## src/rtl/ula_sequencial.sv

```systemverilog
// Registered WIDTH-bit ALU with START/READY/DONE handshake.
// Optional shift-add multiplier for OP=110 enabled by defining ULA_MUL_EN.
module ula_sequencial #(
  parameter int unsigned WIDTH = 8
) (
  input  logic             CLK,
  input  logic             RST_N,
  input  logic             START,
  input  logic [2:0]       OP,
  input  logic [WIDTH-1:0] A,
  input  logic [WIDTH-1:0] B,
  output logic             READY,
  output logic             DONE,
  output logic [WIDTH-1:0] RESULT,
  output logic [WIDTH-1:0] RESULT_HI,
  output logic             COUT,
  output logic             OVF,
  output logic             ZERO,
  output logic             ILLEGAL
);

  localparam logic [2:0] OP_ADD = 3'b000;
  localparam logic [2:0] OP_SUB = 3'b001;
  localparam logic [2:0] OP_AND = 3'b010;
  localparam logic [2:0] OP_OR  = 3'b011;
  localparam logic [2:0] OP_XOR = 3'b100;
  localparam logic [2:0] OP_NOT = 3'b101;
  localparam logic [2:0] OP_MUL = 3'b110;
  localparam logic [2:0] OP_SLT = 3'b111;

`ifdef ULA_MUL_EN
  typedef enum logic [1:0] {S_IDLE, S_MUL, S_DONE} state_t;
`else
  typedef enum logic [1:0] {S_IDLE, S_DONE} state_t;
`endif

  state_t           state_q, state_d;
  logic [WIDTH-1:0] result_q, result_d;
  logic [WIDTH-1:0] hi_q, hi_d;
  logic             cout_q, cout_d;
  logic             ovf_q, ovf_d;
  logic             zero_q, zero_d;
  logic             illegal_q, illegal_d;
  logic             done_q, done_d;

  // Single-cycle datapath; SUB reuses the adder as A + ~B + 1.
  logic [WIDTH-1:0] addend;
  logic [WIDTH:0]   sum;
  logic [WIDTH-1:0] alu_res;
  logic             alu_cout;
  logic             alu_ovf;
  logic             alu_ill;

  always_comb begin
    addend   = (OP == OP_SUB) ? ~B : B;
    sum      = {1'b0, A} + {1'b0, addend} + {{WIDTH{1'b0}}, (OP == OP_SUB)};
    alu_res  = '0;
    alu_cout = 1'b0;
    alu_ovf  = 1'b0;
    alu_ill  = 1'b0;
    case (OP)
      OP_ADD, OP_SUB: begin
        alu_res  = sum[WIDTH-1:0];
        alu_cout = sum[WIDTH];
        alu_ovf  = (A[WIDTH-1] == addend[WIDTH-1]) && (sum[WIDTH-1] != A[WIDTH-1]);
      end
      OP_AND:  alu_res = A & B;
      OP_OR:   alu_res = A | B;
      OP_XOR:  alu_res = A ^ B;
      OP_NOT:  alu_res = ~A;
      OP_SLT:  alu_res = {{(WIDTH-1){1'b0}}, ($signed(A) < $signed(B))};
`ifndef ULA_MUL_EN
      OP_MUL:  alu_ill = 1'b1;
`endif
      default: ;
    endcase
  end

`ifdef ULA_MUL_EN
  localparam int unsigned CW = $clog2(WIDTH + 1);

  logic [WIDTH-1:0] mcd_q, mcd_d;
  logic [WIDTH-1:0] acc_q, acc_d;
  logic [WIDTH-1:0] mpl_q, mpl_d;
  logic [CW-1:0]    cnt_q, cnt_d;
  logic [WIDTH:0]   mul_sum;
  logic [WIDTH-1:0] acc_nx;
  logic [WIDTH-1:0] mpl_nx;

  // One shift-add step: the carry joins the accumulator before the right shift.
  always_comb begin
    mul_sum = {1'b0, acc_q} + {1'b0, (mcd_q & {WIDTH{mpl_q[0]}})};
    acc_nx  = mul_sum[WIDTH:1];
    mpl_nx  = {mul_sum[0], mpl_q[WIDTH-1:1]};
  end
`endif

  always_comb begin
    state_d   = state_q;
    result_d  = result_q;
    hi_d      = hi_q;
    cout_d    = cout_q;
    ovf_d     = ovf_q;
    zero_d    = zero_q;
    illegal_d = illegal_q;
    done_d    = 1'b0;
`ifdef ULA_MUL_EN
    mcd_d     = mcd_q;
    acc_d     = acc_q;
    mpl_d     = mpl_q;
    cnt_d     = cnt_q;
`endif
    case (state_q)
      S_IDLE: begin
        if (START) begin
`ifdef ULA_MUL_EN
          if (OP == OP_MUL) begin
            mcd_d   = A;
            mpl_d   = B;
            acc_d   = '0;
            cnt_d   = CW'(WIDTH);
            state_d = S_MUL;
          end else
`endif
          begin
            result_d  = alu_res;
            hi_d      = '0;
            cout_d    = alu_cout;
            ovf_d     = alu_ovf;
            zero_d    = (alu_res == '0);
            illegal_d = alu_ill;
            done_d    = 1'b1;
            state_d   = S_DONE;
          end
        end
      end
`ifdef ULA_MUL_EN
      S_MUL: begin
        acc_d = acc_nx;
        mpl_d = mpl_nx;
        cnt_d = cnt_q - CW'(1);
        if (cnt_q == CW'(1)) begin
          result_d  = mpl_nx;
          hi_d      = acc_nx;
          cout_d    = 1'b0;
          ovf_d     = 1'b0;
          zero_d    = ({acc_nx, mpl_nx} == '0);
          illegal_d = 1'b0;
          done_d    = 1'b1;
          state_d   = S_DONE;
        end
      end
`endif
      S_DONE:  state_d = S_IDLE;
      default: state_d = S_IDLE;
    endcase
  end

  always_ff @(posedge CLK) begin
    if (!RST_N) begin
      state_q   <= S_IDLE;
      result_q  <= '0;
      hi_q      <= '0;
      cout_q    <= 1'b0;
      ovf_q     <= 1'b0;
      zero_q    <= 1'b0;
      illegal_q <= 1'b0;
      done_q    <= 1'b0;
`ifdef ULA_MUL_EN
      mcd_q     <= '0;
      acc_q     <= '0;
      mpl_q     <= '0;
      cnt_q     <= '0;
`endif
    end else begin
      state_q   <= state_d;
      result_q  <= result_d;
      hi_q      <= hi_d;
      cout_q    <= cout_d;
      ovf_q     <= ovf_d;
      zero_q    <= zero_d;
      illegal_q <= illegal_d;
      done_q    <= done_d;
`ifdef ULA_MUL_EN
      mcd_q     <= mcd_d;
      acc_q     <= acc_d;
      mpl_q     <= mpl_d;
      cnt_q     <= cnt_d;
`endif
    end
  end

  assign READY     = (state_q == S_IDLE);
  assign DONE      = done_q;
  assign RESULT    = result_q;
  assign RESULT_HI = hi_q;
  assign COUT      = cout_q;
  assign OVF       = ovf_q;
  assign ZERO      = zero_q;
  assign ILLEGAL   = illegal_q;

endmodule

```

## config.mk

```make
export PLATFORM = sky130hd
export DESIGN_NAME = ula_sequencial
export DESIGN_NICKNAME = d
export VERILOG_FILES = /design/src/rtl/ula_sequencial.sv
export SDC_FILE = /design/constraint.sdc
export NUM_CORES = 1
export LEC_CHECK = 0
export BUFFER_PORTS_ARGS = -buffer_cell sky130_fd_sc_hd__buf_2
export CAP_MARGIN = 40
export CORE_MARGIN = 3
export CORE_UTILIZATION = 53
export DETAILED_ROUTE_END_ITERATION = 10
export GPL_TIMING_DRIVEN = 1
export PLACE_DENSITY_LB_ADDON = 0.3
export SETUP_SLACK_MARGIN = 0.3
export SLEW_MARGIN = 15
export SYNTH_ARGS = -nofsm -noshare
export SYNTH_HDL_FRONTEND = slang
export SYNTH_SLANG_ARGS = --single-unit
```

## constraint.sdc

```tcl
create_clock -name CLK -period 3.2 [get_ports CLK]
set_input_delay 0.16 -clock CLK [delete_from_list [all_inputs] [get_ports CLK]]
set_output_delay 0.16 -clock CLK [all_outputs]
set_load 0.1 [all_outputs]
```

==> metrics.yaml, run 1 <==
clocking:
  clk_latency_ps: 280
  hold_buffers: 0
  tritoncts: "done"
  ctsResizeCount: 0
  clock-root-buffer: "clkbuf_4"
  cts_htree_levels: 1
  cts_inserted_buffers: 3
  clk_pin_slew_worst_paths_ps: 70
  cts_sinks: 14
  post_cts_buffers: 0
  cts_buffer_depth: 2
placed_design:
  dp_cells: 289
  dp_hpwl_mm: 3.071
  postPlaceCellArea_um2: 1924
  post-place-ws_ps: 328.7
  gp_congestion: 0.8588
  portBuffers: 35
sta:
  min_period_ps: 2561
  holdWs_ps: 228.9
  fmax_ghz: 0.3905
  slew_viol_final: 0
  finClkSkew_ps: 6.331
  period_share_pct: 80.02
  hold_viol_final: 0
  rsz0062_at_grt: "false"
  fin_setup_tns_ps: 0
  finalWorstSetupSlack_ps: 639.2
  setup_viol: 0
detailed_routing:
  met3_length_um: 158
  vias: 1557
  wirelength_mm: 3.762
  drc: 0
  met1_length_mm: 1.686
  viasPerCell: 5.332
  drt-initial-drc-count: 48
  postRouteAntennaNets: 0
  drt_first_pass_iters: 4
  highest_layer: "met4"
  post_drt_wl_per_cell_um: 12.88
  wl_met2_mm: 1.895
floorplanning:
  fp-row-count: 20
  die_h_um: 63.47
  die_area_um2: 4028
  floorplan.initialDensity_pct: 56.41
  core_area_um2: 3103
  io_pins: 44
  die_w_um: 63.47
logic_synthesis:
  synth_edf_count: 0
  syn_inst: 217
  synth_top_area_share_pct: 22.87
  ys_warn_count: 0
  netlist_top_cells_count: "32 x ha_1, 24 x inv_1, 17 x nand2_1"
  synth_area_um2: 1750
  synthFlopType: "dfxtp_1"
  synth.most_common_cell: "ha_1"
  async_flop_share_pct: 0
  synthDistinctLibCells: 54
  synth_top_cell_by_area: "ha_1"
  synth-seq-cells: 14
  postSynthAreaPerCell_um2: 8.066
  synthTopCellsByArea: "ha_1 23%, dfxtp_1 16%, inv_1 5.1%"
  yosysSeqAreaShare_pct: 16.01
global_route:
  antenna_found_initial: 0
  grt_first_pass_wirelength_mm: 6.603
  first_global_vias: 1460
  grt_overflow: 0
  grt_max_degree: 19
  grt_usage_pct: 20.08
cells_and_area:
  post-route-util_pct: 62.74
  design_area_um2: 1947
  nNetsFinal: 305
  final_cells: 292
  final_layout_size_suffix_gt1_share_pct: 20.16
  area_growth_pct: 11.22
  antenna_cells: 0
setup_path:
  cp_slowest_cell: "fa_1"
  worstPathArrival_ps: 2740
  max_stage_delay_ps: 470
  required_ps: 3370
  critical_path_class: "primary input to flip-flop"
  cp_max_fo: 10
  start_kind: "primary input"
  path_cells: "buf_2 -> nor2_2 -> and2_1 -> xnor2_1 -> fa_1 -> nand3_1 -> a21oi_1 -> or3_1 -> a31oi_1 -> nand4_1 -> o41ai_1"
  critPathCaptureType: "flip-flop"
  worst-r2r-setup-slack_ps: 1790
status:
  status: "finished clean"
power_and_ir_drop:
  total_power_mw: 0.6588
  peakVddDrop_mv: 0.2077
  leakage_nw: 1.018
  powerDensity_nw_per_um2: 338.4
min_path:
  hold_class: "primary input to flip-flop"
job:
  maxCapViolCount: 0
power by group:
part / leakage (nW) / internal, mW / switching (mW)
registers: 0.115 / 0.186 / 0.00515
logic: 0.889 / 0.111 / 0.260
clock network: 0.0138 / 0.0436 / 0.0536
per-layer routing:
layer	global-route usage (%)	up-vias
met3	3.387	4
met5	0	-
met2	36.64	36
met4	3.235	0
met1	24.84	714
li1	-	803
critical path, delay by kind of cell:
kind / cells / cell delay (ps)
AO/OA/AOI/OAI: 3 / 680
AND/OR/NAND/NOR: 5 / 1090
adder cells (fa/ha/maj): 1 / 470
XOR/XNOR: 1 / 180
buffers and inverters: 1 / 150
cell usage in the layout (no fill, tap or decap), types with 2 or more instances in the layout:
| cell | instances |
|---|---|
| a211oi_1 | 6 |
| a21boi_0 | 2 |
| a21oi_1 | 9 |
| a221o_1 | 3 |
| a221oi_1 | 3 |
| a22o_1 | 2 |
| and2_1 | 4 |
| and3_1 | 2 |
| buf_2 | 35 |
| buf_4 | 3 |
| clkbuf_4 | 3 |
| conb_1 | 8 |
| dfxtp_1 | 14 |
| ha_1 | 32 |
| inv_1 | 24 |
| mux2_2 | 2 |
| mux2i_1 | 3 |
| nand2_1 | 17 |
| nand3_1 | 4 |
| nor2_1 | 11 |
| o211a_1 | 5 |
| o21ai_0 | 13 |
| o22ai_1 | 3 |
| xnor2_1 | 10 |
| xor2_1 | 3 |
final cells by class:
cell class	instances	area, um^2
Sequential cell	14	280.3
Inverter	24	90.09
Multi-Input combinational cell	169	1301
Clock buffer	3	22.52
Timing Repair Buffer	38	197.7
Tap cell	44	55.05
Fill cell	294	1156
path summary, 6_finish.rpt:
check | startpoint | endpoint | depth (start not counted)
worst min register to register | OVF$_SDFFE_PN0P_ | OVF$_SDFFE_PN0P_ | 2
worst max register to register | state_q[0]$_SDFFE_PN0P_ | ZERO$_SDFFE_PN0P_ | 5
worst min-delay path | RST_N | RESULT[6]$_SDFFE_PN0P_ | 2
worst max-delay path | OP[1] | ZERO$_SDFFE_PN0P_ | 11
cell families (layout without fill, tap and decap cells):
group,count (synthesis),in the layout,share of synthesized area (%)
adders and majority gates,33,33,24.02
xor gates and xnor gates,13,13,6.505
other,1,8,0.2142
DFF,14,14,16.01
buffers and inverters,41,65,11.15
muxes,5,5,3.002
AOI/OAI and AO/OA,58,58,23.95
and+or+nand+nor,52,52,15.16
sequential cells by signal (all words and copies together), names as in the netlist:
register and cells:
COUT 1, OVF 1, state_q 1, ZERO 1, ILLEGAL 1, RESULT 8
DONE 1
Note: power is estimated with default switching activity, not from simulation.
==> inputs of run 2 (changes only) <==
- CORE_UTILIZATION: 53 -> 49
- clock period: 3.2 -> 2.26 ns (I/O delays scaled with it)
==> metrics.yaml, run 2 (synthesis results as in run 1) <==
floorplanning:
  fp-row-count: 21  # +5.0%
  die_h_um: 65.77  # +3.6%
  floorplan.initialDensity_pct: 51.64  # -4.8 points
  die_w_um: 65.77  # +3.6%
  die_area_um2: 4326  # +7.4%
  core_area_um2: 3390  # +9.2%
  io_pins: 44  # unchanged
detailed_routing:
  wirelength_mm: 4.648  # +24%
  post_drt_wl_per_cell_um: 14.39  # +12%
  postRouteAntennaNets: 0  # unchanged
  vias: 1727  # +11%
  drt-initial-drc-count: 87  # +81%
  drc: 0  # unchanged
  viasPerCell: 5.347  # +0.27%
  drt_first_pass_iters: 4  # unchanged
setup_path:
  critPathCaptureType: "flip-flop"
  cp_max_fo: 6  # -4
  max_stage_delay_ps: 340  # -130 ps
  r2r_cells: 5  # unchanged
  start_kind: "primary input"
  worstPathArrival_ps: 2260  # -480 ps
  r2r_start: "state_q[0]$_SDFFE_PN0P_"
  required_ps: 2450  # -920 ps
  worst-r2r-setup-slack_ps: 900  # -890 ps
  endpoint: "RESULT[7]$_SDFFE_PN0P_"
  critical_path_class: "primary input to flip-flop"
  reg2reg_to: "ZERO$_SDFFE_PN0P_"
  crit_path_start: "OP[1]"
  path_cells: "buf_8 -> nor2_4 -> and2_4 -> buf_4 -> buf_6 -> xnor2_2 -> ha_4 -> nand2_1 -> o21ai_2 -> a21oi_2 -> xnor2_1 -> a221o_1 -> o21ba_2"
  cp_slowest_cell: "a221o_1"
min_path:
  hold_depth: 2  # unchanged
  hold_class: "primary input to flip-flop"
sta:
  fmax_ghz: 0.4826
  period_share_pct: 91.69
  setup_viol: 0  # unchanged
  finalWorstSetupSlack_ps: 187.7  # -451.5 ps
  slew_viol_final: 0  # unchanged
  hold_viol_final: 0  # unchanged
  rsz0062_at_grt: "true"
  finClkSkew_ps: 4.652  # -1.679 ps
  min_period_ps: 2072
status:
  status: "finished clean"
clocking:
  clk_latency_ps: 290  # about the same
  cts_sinks: 14  # unchanged
  cts_buffer_depth: 2  # unchanged
  clock-root-buffer: "clkbuf_4"
  clk_pin_slew_worst_paths_ps: 90  # +20 ps
  hold_buffers: 0  # unchanged
  cts_inserted_buffers: 3  # unchanged
  cts_htree_levels: 1  # unchanged
  tritoncts: "done"
cells_and_area:
  final_cells: 323  # +11%
  final_cell_mix: "33 x buf_2, 26 x ha_1, 26 x buf_4"
  antenna_cells: 0  # unchanged
  post-route-util_pct: 72.83  # +10 points
  largest_reg_flops: 8  # unchanged
  final_layout_size_suffix_gt1_share_pct: 40.07  # +20 points
  nNetsFinal: 333  # +9.2%
  area_growth_pct: 41.03
  final_common_cell: "buf_2"
power_and_ir_drop:
  combPwrFrac_pct: 61.1  # +4.8 points
  leakage_nw: 1.229  # +21%
  peakVddDrop_mv: 0.3166  # +52%
  p_int_mw: 0.6361  # +87%
  switchingPower_mw: 0.5313  # +67%
  powerDensity_nw_per_um2: 472.9  # +40%
  total_power_mw: 1.167  # +77%
  seq_power_share_pct: 23.1  # -5.9 points
  p_sw_share_pct: 45.51  # -2.9 points
  power_frac_clock_pct: 15.7  # +0.9 points
job:
  maxCapViolCount: 0  # unchanged
global_route:
  antenna_found_initial: 0  # unchanged
  grt_max_degree: 19  # unchanged
  first_global_vias: 1613  # +10%
  grt_usage_pct: 21.69  # +1.6 points
  grt_first_pass_wirelength_mm: 7.314  # +11%
  grt_overflow: 0  # unchanged
placed_design:
  dp_cells: 309  # +6.9%
  post-place-ws_ps: -132.3  # -461.0 ps
  portBuffers: 35  # unchanged
  dp_hpwl_mm: 3.367  # +9.6%
  gp_congestion: 0.8447  # -1.6%
## run 2: cell types whose count changed in the layout (fill, tap and decap cells not counted), sizes merged
cell and delta:
clkbuf +1, buf +28
## run 2: final cells by class
| class | instances | area, um^2 |
|---|---|---|
| flip-flops and latches | 14 | 280.3 |
| fillers | 257 | 920.9 |
| clock buffers | 4 | 36.28 |
| inverters | 24 | 90.09 |
| well taps | 46 | 57.56 |
| multi-input cells | 169 | 1558 |
| repair buffers | 66 | 446.7 |
## run 2: worst min path at each step
| stage | start | slack, ps | endpoint |
|---|---|---|---|
| after CTS | RST_N | 160 | RESULT[0]$_SDFFE_PN0P_ |
| after floorplan | RST_N | 250 | RESULT[1]$_SDFFE_PN0P_ |
| after global routing | RST_N | 180 | RESULT[6]$_SDFFE_PN0P_ |
| after detailed placement | OVF$_SDFFE_PN0P_ | 440 | OVF$_SDFFE_PN0P_ |
| after global placement | OVF$_SDFFE_PN0P_ | 430 | OVF$_SDFFE_PN0P_ |
| final | RST_N | 180 | RESULT[0]$_SDFFE_PN0P_ |
## run 2: worst max-delay path, delay by kind of cell
kind / cells / cell delay [ps]
adders and majority gates: 1 / 300
and+or+nand+nor: 3 / 480
buffers and inverters: 3 / 350
AOI/OAI and AO/OA: 4 / 790
xor gates and xnor gates: 2 / 210
## run 2: per-stage QoR
stage	cell area, um^2	TNS (ps)	hold WS, ps
after detailed placement	2191	-208.8	442.2
after global routing	2469	0	178.8
after CTS	2354	0	164.8
after floorplan	1947	-28.57	251.4
after global placement	2191	-161.3	434.6
final	2469	0	175.8
## run 2: power by group through the flow
stage / clock [mW] / sequential (mW) / combinational [mW]
2_1_floorplan: 0 / 0.385 / 0.369
3_3_place_gp: 0 / 0.275 / 0.605
3_5_place_dp: 0 / 0.275 / 0.612
4_1_cts: 0.187 / 0.269 / 0.652
5_1_grt: 0.199 / 0.271 / 0.765
6_report: 0.183 / 0.270 / 0.714
## run 2: per-layer routing
layer	global-route usage, %	wire (um)	up-vias	share of wire [%]
met5	0	0	-	0
met4	5.959	53	0	1.1
met3	4.762	277	8	6.0
li1	-	-	866	-
met2	35.42	2288	61	49
met1	28.60	2029	792	44
## run 2: timing repair
action,4_1_cts,5_1_grt
gates cloned,0,0
buffers inserted,8,2
pin swaps,13,10
resized for setup,13,22
endpoints found under the setup margin,2,6
